<file path="src/rtl/alu_pkg.sv">
// alu_pkg: opcodes, flag bit positions, condition codes, controller FSM states
// and small opcode-class helpers shared by alu, alu_cond_eval and alu_ctrl.
package alu_pkg;
    localparam logic [3:0] OP_AND = 4'h0, OP_EOR = 4'h1, OP_SUB = 4'h2, OP_RSB = 4'h3,
                           OP_ADD = 4'h4, OP_ADC = 4'h5, OP_SBC = 4'h6, OP_RSC = 4'h7,
                           OP_TST = 4'h8, OP_TEQ = 4'h9, OP_CMP = 4'hA, OP_CMN = 4'hB,
                           OP_ORR = 4'hC, OP_PAS = 4'hD, OP_BIC = 4'hE, OP_MVN = 4'hF;
    localparam int NEG = 3, ZER = 2, CAR = 1, OVR = 0;
    localparam logic [3:0] CC_EQ = 4'h0, CC_NE = 4'h1, CC_CS = 4'h2, CC_CC = 4'h3,
                           CC_MI = 4'h4, CC_PL = 4'h5, CC_VS = 4'h6, CC_VC = 4'h7,
                           CC_HI = 4'h8, CC_LS = 4'h9, CC_GE = 4'hA, CC_LT = 4'hB,
                           CC_GT = 4'hC, CC_LE = 4'hD, CC_AL = 4'hE;
    typedef enum logic [1:0] {ST_IDLE, ST_LO, ST_HI, ST_RESP} state_e;
    function automatic logic is_logic(input logic [3:0] op);
        return !(op inside {OP_SUB, OP_RSB, OP_ADD, OP_ADC, OP_SBC, OP_RSC, OP_CMP, OP_CMN});
    endfunction
    function automatic logic is_test(input logic [3:0] op);
        return op[3:2] == 2'b10;
    endfunction
    // The high word of a wide op must consume the carry produced by the low word.
    function automatic logic [3:0] hi_op(input logic [3:0] op);
        return (op == OP_ADD || op == OP_CMN) ? OP_ADC :
               (op == OP_SUB || op == OP_CMP) ? OP_SBC :
               (op == OP_RSB) ? OP_RSC : op;
    endfunction
endpackage

</file>
<file path="src/rtl/alu.sv">
// alu: 32-bit combinational ALU with carry in, producing result and NZCV.
// Ports: a_i/b_i operands, op_i opcode, c_i carry in, y_o result, f_o {N,Z,C,V}.
// Logical ops report C = c_i and V = 0; the controller decides what to keep.
module alu
    import alu_pkg::*;
(
    input  logic [31:0] a_i,
    input  logic [31:0] b_i,
    input  logic [3:0]  op_i,
    input  logic        c_i,
    output logic [31:0] y_o,
    output logic [3:0]  f_o
);
    logic [31:0] x, y;
    logic        ci;
    logic [32:0] sum;
    always_comb begin
        x  = a_i;
        y  = b_i;
        ci = 1'b0;
        case (op_i)
            OP_SUB, OP_CMP: begin y = ~b_i; ci = 1'b1; end
            OP_RSB:         begin x = b_i; y = ~a_i; ci = 1'b1; end
            OP_ADC:         ci = c_i;
            OP_SBC:         begin y = ~b_i; ci = c_i; end
            OP_RSC:         begin x = b_i; y = ~a_i; ci = c_i; end
            default:        ;
        endcase
        sum = {1'b0, x} + {1'b0, y} + {32'd0, ci};
        case (op_i)
            OP_AND, OP_TST: y_o = a_i & b_i;
            OP_EOR, OP_TEQ: y_o = a_i ^ b_i;
            OP_ORR:         y_o = a_i | b_i;
            OP_PAS:         y_o = b_i;
            OP_BIC:         y_o = a_i & ~b_i;
            OP_MVN:         y_o = ~b_i;
            default:        y_o = sum[31:0];
        endcase
        f_o[NEG] = y_o[31];
        f_o[ZER] = y_o == 32'd0;
        f_o[CAR] = is_logic(op_i) ? c_i : sum[32];
        f_o[OVR] = is_logic(op_i) ? 1'b0 : (x[31] == y[31]) && (sum[31] != x[31]);
    end
endmodule

</file>
<file path="src/rtl/alu_cond_eval.sv">
// alu_cond_eval: ARM condition-code test against NZCV (built only with ALU_CTRL_COND_EN).
// Ports: cond_i condition code, flags_i {N,Z,C,V}, pass_o condition holds.
`ifdef ALU_CTRL_COND_EN
module alu_cond_eval
    import alu_pkg::*;
(
    input  logic [3:0] cond_i,
    input  logic [3:0] flags_i,
    output logic       pass_o
);
    logic n, z, c, v;
    assign {n, z, c, v} = flags_i;
    always_comb begin
        case (cond_i)
            CC_EQ:   pass_o = z;
            CC_NE:   pass_o = !z;
            CC_CS:   pass_o = c;
            CC_CC:   pass_o = !c;
            CC_MI:   pass_o = n;
            CC_PL:   pass_o = !n;
            CC_VS:   pass_o = v;
            CC_VC:   pass_o = !v;
            CC_HI:   pass_o = c && !z;
            CC_LS:   pass_o = !c || z;
            CC_GE:   pass_o = n == v;
            CC_LT:   pass_o = n != v;
            CC_GT:   pass_o = !z && (n == v);
            CC_LE:   pass_o = z || (n != v);
            default: pass_o = 1'b1;
        endcase
    end
endmodule
`endif

</file>
<file path="src/rtl/alu_ctrl.sv">
// alu_ctrl: sequences one shared 32-bit alu for narrow (1 step) or wide (2 step)
// ops, owns the NZCV register and returns result/flags over valid/ready.
// Ports: req_* request channel, rsp_* response channel, flags_q NZCV register.
// Macro ALU_CTRL_COND_EN adds req_cond/rsp_skip for conditional execution.
module alu_ctrl
    import alu_pkg::*;
(
    input  logic        clk,
    input  logic        rst_n,
    input  logic        req_valid,
    output logic        req_ready,
    input  logic [3:0]  req_op,
    input  logic        req_wide,
    input  logic        req_s,
    input  logic [63:0] req_a,
    input  logic [63:0] req_b,
`ifdef ALU_CTRL_COND_EN
    input  logic [3:0]  req_cond,
    output logic        rsp_skip,
`endif
    output logic        rsp_valid,
    input  logic        rsp_ready,
    output logic [63:0] rsp_result,
    output logic [3:0]  rsp_flags,
    output logic [3:0]  flags_q
);
    state_e      state_q;
    logic [3:0]  op_q, f_lo_q, rsp_flags_q, flags_d, alu_op, alu_f;
    logic        wide_q, s_q, hi, alu_c, wr, pass;
    logic [63:0] a_q, b_q, res_q;
    logic [31:0] alu_a, alu_b, alu_y;
`ifdef ALU_CTRL_COND_EN
    logic        skip_q;
    alu_cond_eval u_cond (.cond_i(req_cond), .flags_i(flags_q), .pass_o(pass));
    assign rsp_skip = skip_q;
`else
    assign pass = 1'b1;
`endif
    alu u_alu (.a_i(alu_a), .b_i(alu_b), .op_i(alu_op), .c_i(alu_c), .y_o(alu_y), .f_o(alu_f));
    assign req_ready  = state_q == ST_IDLE;
    assign rsp_valid  = state_q == ST_RESP;
    assign rsp_result = res_q;
    assign rsp_flags  = rsp_flags_q;
    always_comb begin
        hi     = state_q == ST_HI;
        alu_a  = hi ? a_q[63:32] : a_q[31:0];
        alu_b  = hi ? b_q[63:32] : b_q[31:0];
        alu_op = hi ? hi_op(op_q) : op_q;
        alu_c  = hi ? f_lo_q[CAR] : flags_q[CAR];
        wr     = s_q || is_test(op_q);
        // Wide Z spans both words; logical ops leave C and V architectural.
        flags_d = {alu_f[NEG], hi ? (alu_f[ZER] & f_lo_q[ZER]) : alu_f[ZER],
                   is_logic(op_q) ? flags_q[CAR:OVR] : alu_f[CAR:OVR]};
    end
    always_ff @(posedge clk or negedge rst_n) begin
        if (!rst_n) begin
            state_q     <= ST_IDLE;
            op_q        <= '0;
            wide_q      <= 1'b0;
            s_q         <= 1'b0;
            a_q         <= '0;
            b_q         <= '0;
            res_q       <= '0;
            f_lo_q      <= '0;
            rsp_flags_q <= '0;
            flags_q     <= '0;
`ifdef ALU_CTRL_COND_EN
            skip_q      <= 1'b0;
`endif
        end else begin
            case (state_q)
                ST_IDLE: if (req_valid) begin
                    op_q        <= req_op;
                    wide_q      <= req_wide;
                    s_q         <= req_s;
                    a_q         <= req_a;
                    b_q         <= req_b;
                    // Preloaded with the skip response; executed ops overwrite it.
                    res_q       <= '0;
                    rsp_flags_q <= flags_q;
                    state_q     <= pass ? ST_LO : ST_RESP;
`ifdef ALU_CTRL_COND_EN
                    skip_q      <= !pass;
`endif
                end
                ST_LO: begin
                    res_q[31:0] <= alu_y;
                    f_lo_q      <= alu_f;
                    if (wide_q) begin
                        state_q <= ST_HI;
                    end else begin
                        rsp_flags_q <= flags_d;
                        if (wr) flags_q <= flags_d;
                        state_q <= ST_RESP;
                    end
                end
                ST_HI: begin
                    res_q[63:32] <= alu_y;
                    rsp_flags_q  <= flags_d;
                    if (wr) flags_q <= flags_d;
                    state_q <= ST_RESP;
                end
                ST_RESP: if (rsp_ready) state_q <= ST_IDLE;
                default: state_q <= ST_IDLE;
            endcase
        end
    end
endmodule

</file>
<file path="config.mk">
export PLATFORM = sky130hd
export DESIGN_NAME = alu_ctrl
export DESIGN_NICKNAME = d
export VERILOG_FILES = /design/src/rtl/alu_pkg.sv /design/src/rtl/alu.sv /design/src/rtl/alu_cond_eval.sv /design/src/rtl/alu_ctrl.sv
export SDC_FILE = /design/constraint.sdc
export NUM_CORES = 1
export LEC_CHECK = 0
export BUFFER_PORTS_ARGS = -buffer_cell sky130_fd_sc_hd__buf_2
export CORE_ASPECT_RATIO = 0.75
export CORE_MARGIN = 8
export CORE_UTILIZATION = 35
export CTS_BUF_LIST = sky130_fd_sc_hd__clkbuf_8 sky130_fd_sc_hd__clkbuf_16
export CTS_CLUSTER_SIZE = 25
export DETAILED_ROUTE_END_ITERATION = 10
export PLACE_DENSITY = 0.59
export SLEW_MARGIN = 20
export SYNTH_ARGS = -nofsm -noshare
export SYNTH_HDL_FRONTEND = slang
export SYNTH_HIERARCHICAL = 1
export SYNTH_SLANG_ARGS = --single-unit
</file>
<file path="constraint.sdc">
create_clock -name clk -period 9.71 [get_ports clk]
set_clock_uncertainty 0.15 [all_clocks]
set_input_delay 1.4565 -clock clk [delete_from_list [all_inputs] [get_ports clk]]
set_output_delay 1.4565 -clock clk [all_outputs]
set_load 0.02 [all_outputs]
</file>
Yosys cells after proc, flatten, opt, wreduce, memory -nomap -nowiden
Cells that the tools add are included.
{"block": "totals", "reg_bits": 211, "latchBits": 0, "ramBits": 0, "romBits": 0, "input_bits": 138, "output_inout_bits": 74, "word_cells": 105, "memories": 0}
{"block": "classes", "addsub": 2, "multipliers": 0, "div_mod_pow": 0, "n_lt_le_gt_ge": 0, "eq_ne": 32, "n_shift": 0, "muxes": 28, "n_bitwise": 7, "reduce_logical": 25}
{"op": "$pmux 32 s2", "n": 3}
{"op": "$pmux 32 s6", "n": 1}
{"op": "$mux 32", "n": 3}
{"op": "$and 32x32->32", "n": 2}
{"op": "$mux 64", "n": 1}
{"op": "$not 32->32", "n": 2}
{"op": "$eq 4x4->1 const B", "n": 10}
{"op": "$add 32x32->33", "n": 1}
{"op": "$add 33x1->33", "n": 1}
{"op": "$eq 4x3->1 const B", "n": 8}
{"op": "$logic_not 32->1", "n": 1}
{"op": "$mux 4", "n": 8}
{"op": "$or 32x32->32", "n": 1}
{"op": "$xor 32x32->32", "n": 1}
{"op": "$eq 4x2->1 const B", "n": 4}
{"op": "$reduce_bool 8->1", "n": 2}
{"op": "$pmux 4 s3", "n": 1}
{"op": "$reduce_and 2->1", "n": 5}
{"op": "$reduce_or 3->1", "n": 3}
{"op": "$pmux 2 s4", "n": 1}
{"op": "$pmux 4 s2", "n": 1}
{"op": "$eq 2x2->1 const B", "n": 3}
{"op": "$mux 2", "n": 3}
{"op": "$reduce_bool 2->1", "n": 3}
{"op": "other kinds (16)", "n": 25}

Logic depth before layout (Yosys ltp)
{"block": "depth", "word_depth": 17, "ltp_mapped": 34}

Hierarchy
Netlist, hierarchy kept.
{"module": "alu_ctrl", "instances": 1, "cells_per_inst": 565, "area_per_inst_um2": 8719.6}
{"module": "alu", "instances": 1, "cells_per_inst": 931, "area_per_inst_um2": 5667.9}

Least setup slack after synthesis
Ideal clock, no wire load.
{"block": "synth_timing", "path_type": "register to register", "start": "register state_q[0]", "end": "register rsp_flags_q[2] (netlist: rsp_flags[2])", "arrival_time_ns": 7.260, "required_ns": 9.477, "setup_slack_ns": 2.217, "path_stages_with_launch": 35, "synth_period_minus_slack_ns": 7.493, "cell_sequence": "dfrtp_1 inv_1 ha_1 clkbuf_1 buf_2 nor2b_1 a31oi_1 buf_2 buf_2 buf_2 buf_2 buf_2 buf_1 nand3b_1 o21ai_1 clkbuf_1 nand2_1 o21ai_0 o21ai_0 fa_1 inv_1 fa_1 nor2b_1 o211ai_4 a21oi_4 o21a_4 o2111a_1 or3_4 or4_1 or3_1 or4_1 nor4_2 a21boi_0 mux2i_1 o21ai_0"}
{"block": "synth_via", "elab_chain_cells": 13, "word_cells_on_any_way": 48}
{"element": "from (decl)", "line_no": "alu_ctrl.sv:27", "rtl": "state_e state_q;"}
{"element": "from (signal assigned)", "line_no": "alu_ctrl.sv:81", "rtl": "state_q <= pass ? ST_LO : ST_RESP;"}
{"element": "$eq 2x2->1 *", "line_no": "alu_ctrl.sv:45", "rtl": "hi = state_q == ST_HI;"}
{"element": "$mux 4 *", "line_no": "alu_ctrl.sv:48", "rtl": "alu_op = hi ? hi_op(op_q) : op_q;"}
{"element": "via alu_op[1]", "line_no": "alu_ctrl.sv:28", "rtl": "logic [3:0] op_q, f_lo_q, rsp_flags_q, flags_d, alu_op, alu_f;"}
{"element": "$eq 4x4->1, or another cell as far along", "line_no": "alu.sv:21", "rtl": "case (op_i)"}
{"element": "$reduce_or 3->1 (no line) / $reduce_or 2->1 (equally long branches)"}
{"element": "$pmux 32 s2 / $mux 32 (equally long branches)", "line_no": "alu.sv:21"}
{"element": "$add 32x32->33", "line_no": "alu.sv:29", "rtl": "sum = {1'b0, x} + {1'b0, y} + {32'd0, ci};"}
{"element": "$add 33x1->33", "line_no": "alu.sv:29"}
{"element": "$pmux 32 s6 *", "line_no": "alu.sv:30", "rtl": "case (op_i)"}
{"element": "via alu_y[20]", "line_no": "alu_ctrl.sv:31", "rtl": "logic [31:0] alu_a, alu_b, alu_y;"}
{"element": "$logic_not 32->1 *", "line_no": "alu.sv:40", "rtl": "f_o[ZER] = y_o == 32'd0;"}
{"element": "via alu_f[2]", "line_no": "alu_ctrl.sv:28"}
{"element": "$and 1x1->1", "line_no": "alu_ctrl.sv:52", "rtl": "flags_d = {alu_f[NEG], hi ? (alu_f[ZER] & f_lo_q[ZER]) : alu_f[ZER],"}
{"element": "$mux 1 *", "line_no": "alu_ctrl.sv:52"}
{"element": "$mux 4", "line_no": "alu_ctrl.sv:89", "rtl": "if (wide_q) begin"}
{"element": "$pmux 4 s3 *", "line_no": "alu_ctrl.sv:71", "rtl": "case (state_q)"}
{"element": "to (signal assigned)", "line_no": "alu_ctrl.sv:80", "rtl": "rsp_flags_q <= flags_q;"}
{"element": "to (signal assigned)", "line_no": "alu_ctrl.sv:92", "rtl": "rsp_flags_q <= flags_d;"}
{"element": "to (signal assigned)", "line_no": "alu_ctrl.sv:99", "rtl": "rsp_flags_q <= flags_d;"}
{"element": "to (decl)", "line_no": "alu_ctrl.sv:28"}
Mark *: on every way through the listed nets, which the timed path passes. The rest lies on a longest branch. The select of a mux whose other input is x is not followed.
A chain may end at the register's enable or synchronous reset.

Worst setup path after layout
Ends and elaborated chain as after synthesis.

==> flow_summary.json <==
{
  "ys_warn_count": 6,
  "tightest_slew_ns": 1.10,
  "globalplace.congestion": 0.892,
  "core_um2": 40700,
  "vias_per_cell": 5.62,
  "area_growth_pct": 15.6,
  "hold_viol": 0,
  "postCtsResizedCells": 0,
  "htree_levels": 1,
  "grt_pass1_vias": 12200,
  "cts-root-buf": "clkbuf_16",
  "crit_fanout": 28,
  "drtIter0Drc": 977,
  "port_buffers": 211,
  "r2r_start": "state_q[0]",
  "n_antenna_cell": 0,
  "min_period_ns": 8.03,
  "clock_sinks": 210,
  "wirelength_um": 46600,
  "cp.arrival_ns": 8.33,
  "cp-end-kind": "flop",
  "max_freq_ghz": 0.125,
  "clock_latency_ns": 0.53,
  "die_h_um": 192,
  "die_width_um": 250,
  "cts_buffers": 24,
  "cts_hold_buf": 0,
  "async_reset_ff_frac": 1.00,
  "drive_gt1_frac": 0.316,
  "die-area_um2": 47900,
  "crit_path_cell_trace": "inv_1, ha_4, nor2b_1, a21boi_1, buf_4, and2_1, nor2_1, o21ai_0, o21ai_0, fa_1, a211oi_1, o21ai_0, a211oi_1, or3b_2, nand3_1, a31o_2, or4_1, or3_1, or4_1, nor4_2, a21boi_0, mux2i_1, o21ai_0",
  "synthesis.area_um2": 14400,
  "synth.most_common_cell": "mux2_2",
  "grt_max_degree": 89,
  "vias": 12300,
  "cp_common_cell": "o21ai_0",
  "synth_seq_cells": 210,
  "layout.nets": 1851,
  "yosysTopAreaCell": "dfrtp_1",
  "syn_avg_cell_area_um2": 9.62,
  "yosysTopAreaCellShare": 0.365,
  "syn_inst": 1496,
  "cap_violations": 0,
  "final_max_slew_viol_count": 0,
  "synth_cell_types": 91,
  "worstPathRequired_ns": 10.01,
  "synthesis.nets": 1705,
  "hpwl_um": 34500,
  "crit_path_start": "state_q[0]",
  "hp-class": "reg2reg",
  "worstSetupStartpointType": "flop",
  "fillers": 4003,
  "grt_pass1_wl_um": 72500,
  "wl_per_cell_um": 21.3,
  "drcViolationCount": 0,
  "cts_setup_buffers": 0,
  "ctsLongestPathBuffers": 3,
  "maxSlewHeadroom": 0.265,
  "critPathKind": "reg2reg",
  "antenna_found_initial": 0,
  "fin_crit_sh": 0.827,
  "grt_overflow": 0,
  "synth_common_cells": "212 x mux2_2, 210 x dfrtp_1, 158 x o21ai_0",
  "start_util": 0.354,
  "min-delay-start": "rsp_flags[2]",
  "synthTopCellsByArea": "dfrtp_1 37%, mux2_2 17%, ha_1 6.0%, o21ai_0 5.5%, a22o_1 3.7%",
  "synth-edff-count": 0,
  "crit_slowest_cell": "and2_1",
  "dr.pass1.iters": 5,
  "finalSetupViolCount": 0,
  "finalSetupTns_ns": 0,
  "num_rows": 64,
  "slowest_delay_ns": 0.91,
  "path_clk_slew_ns": 0.06,
  "ys_seq_area_frac": 0.365,
  "tritoncts": "yes",
  "ys.flop_type": "dfrtp_1",
  "grtUsageTotal": 0.188,
  "io_pins": 212,
  "rsz0062_at_grt": "false",
  "ant_nets": 0,
  "status": "finished clean"
}
==> cell type report <==
class                           instances  area (um^2)  area share
Clock inverter                         16          181      0.0109
Sequential cell                       210         5260       0.316
Tap cell                              528          661      0.0397
Timing Repair Buffer                  230         1210      0.0728
Clock buffer                           28          667      0.0401
Multi-Input combinational cell       1093         8340       0.502
Inverter                               83          312      0.0187
==> critical path: cells and delay by family, from the launching register on <==
family | cells | cell delay [ns]
AOI/OAI and AO/OA | 9 | 2.53
adders and majority gates | 2 | 0.77
buffers and inverters | 2 | 0.46
DFF | 1 | 0.43
muxes | 1 | 0.11
and+or+nand+nor | 9 | 3.44
==> stage by stage <==
| step | hold WS (ns) | setup slack [ns] | instances | utilization | area, um^2 |
|---|---|---|---|---|---|
| after floorplan | 0.324 | 2.22 | 1496 | - | 14400 |
| after global placement | 0.321 | 1.92 | 2144 | 0.388 | 15800 |
| after detailed placement | 0.325 | 1.74 | 2144 | 0.388 | 15800 |
| after CTS | 0.341 | 1.73 | 2188 | 0.409 | 16600 |
| after global routing | 0.359 | 1.04 | 2188 | 0.409 | 16600 |
| final | 0.339 | 1.68 | 2188 | 0.409 | 16600 |
==> kinds of logic after synthesis <==
| logic type | synth area share |
|---|---|
| mux | 0.177 |
| xor+xnor | 0.0164 |
| flops | 0.365 |
| buf+inv | 0.0598 |
| simple gates | 0.111 |
| fa+ha+maj | 0.0628 |
| compound gates | 0.208 |
==> worst paths after layout <==
check                      cells past startpoint  slack (ns)      endpoint
max in group asynchronous                      2        7.28     f_lo_q[2]
setup reg to reg                              23        1.68  rsp_flags[2]
min in group asynchronous                      1        0.76       b_q[41]
setup / recovery                              23        1.68  rsp_flags[2]
hold / removal                                 2        0.34  rsp_flags[2]
hold reg to reg                                2        0.34  rsp_flags[2]
==> layer usage <==
metal  global-route usage  part of all wire  routed length (um)  vias to the layer above
met5                    0                 0                   0                        -
met4               0.0431             0.023                1080                        0
met3               0.0315             0.058                2720                       65
met2                0.321              0.49               22800                      426
met1                0.248              0.43               20100                     6022
li1                     -                 -                   -                     5791
==> cell usage in the layout, fill, tap and decap left out, types with 7 or more instances in the layout <==
| cell | count |
|---|---|
| or2_2 | 7 |
| and3_1 | 11 |
| o21ai_0 | 158 |
| a21o_1 | 9 |
| dfrtp_1 | 210 |
| buf_2 | 210 |
| nand3_1 | 37 |
| a31oi_1 | 13 |
| or3_1 | 8 |
| o211ai_1 | 9 |
| inv_1 | 89 |
| a32o_1 | 12 |
| ha_1 | 68 |
| a21oi_1 | 62 |
| nor2_1 | 44 |
| nor3_1 | 15 |
| nand4_1 | 10 |
| nor2b_1 | 7 |
| buf_4 | 18 |
| o31ai_1 | 10 |
| a22o_1 | 60 |
| mux2i_1 | 13 |
| a211oi_1 | 8 |
| xnor2_1 | 23 |
| a22oi_1 | 19 |
| nand2b_1 | 7 |
| clkbuf_16 | 25 |
| mux2_2 | 212 |
| nand2_1 | 130 |
| o22ai_1 | 13 |
==> sequential cells by signal (all words and copies together) (netlist names) <==
register and count:
flags_q 4, s_q 1, f_lo_q 2, op_q 4
wide_q 1, rsp_result 64, rsp_flags 4, b_q 64
state_q 2, a_q 64
Power is not shown: default switching activity piles up to over one toggle a cycle in this logic, so the estimate is an artifact.
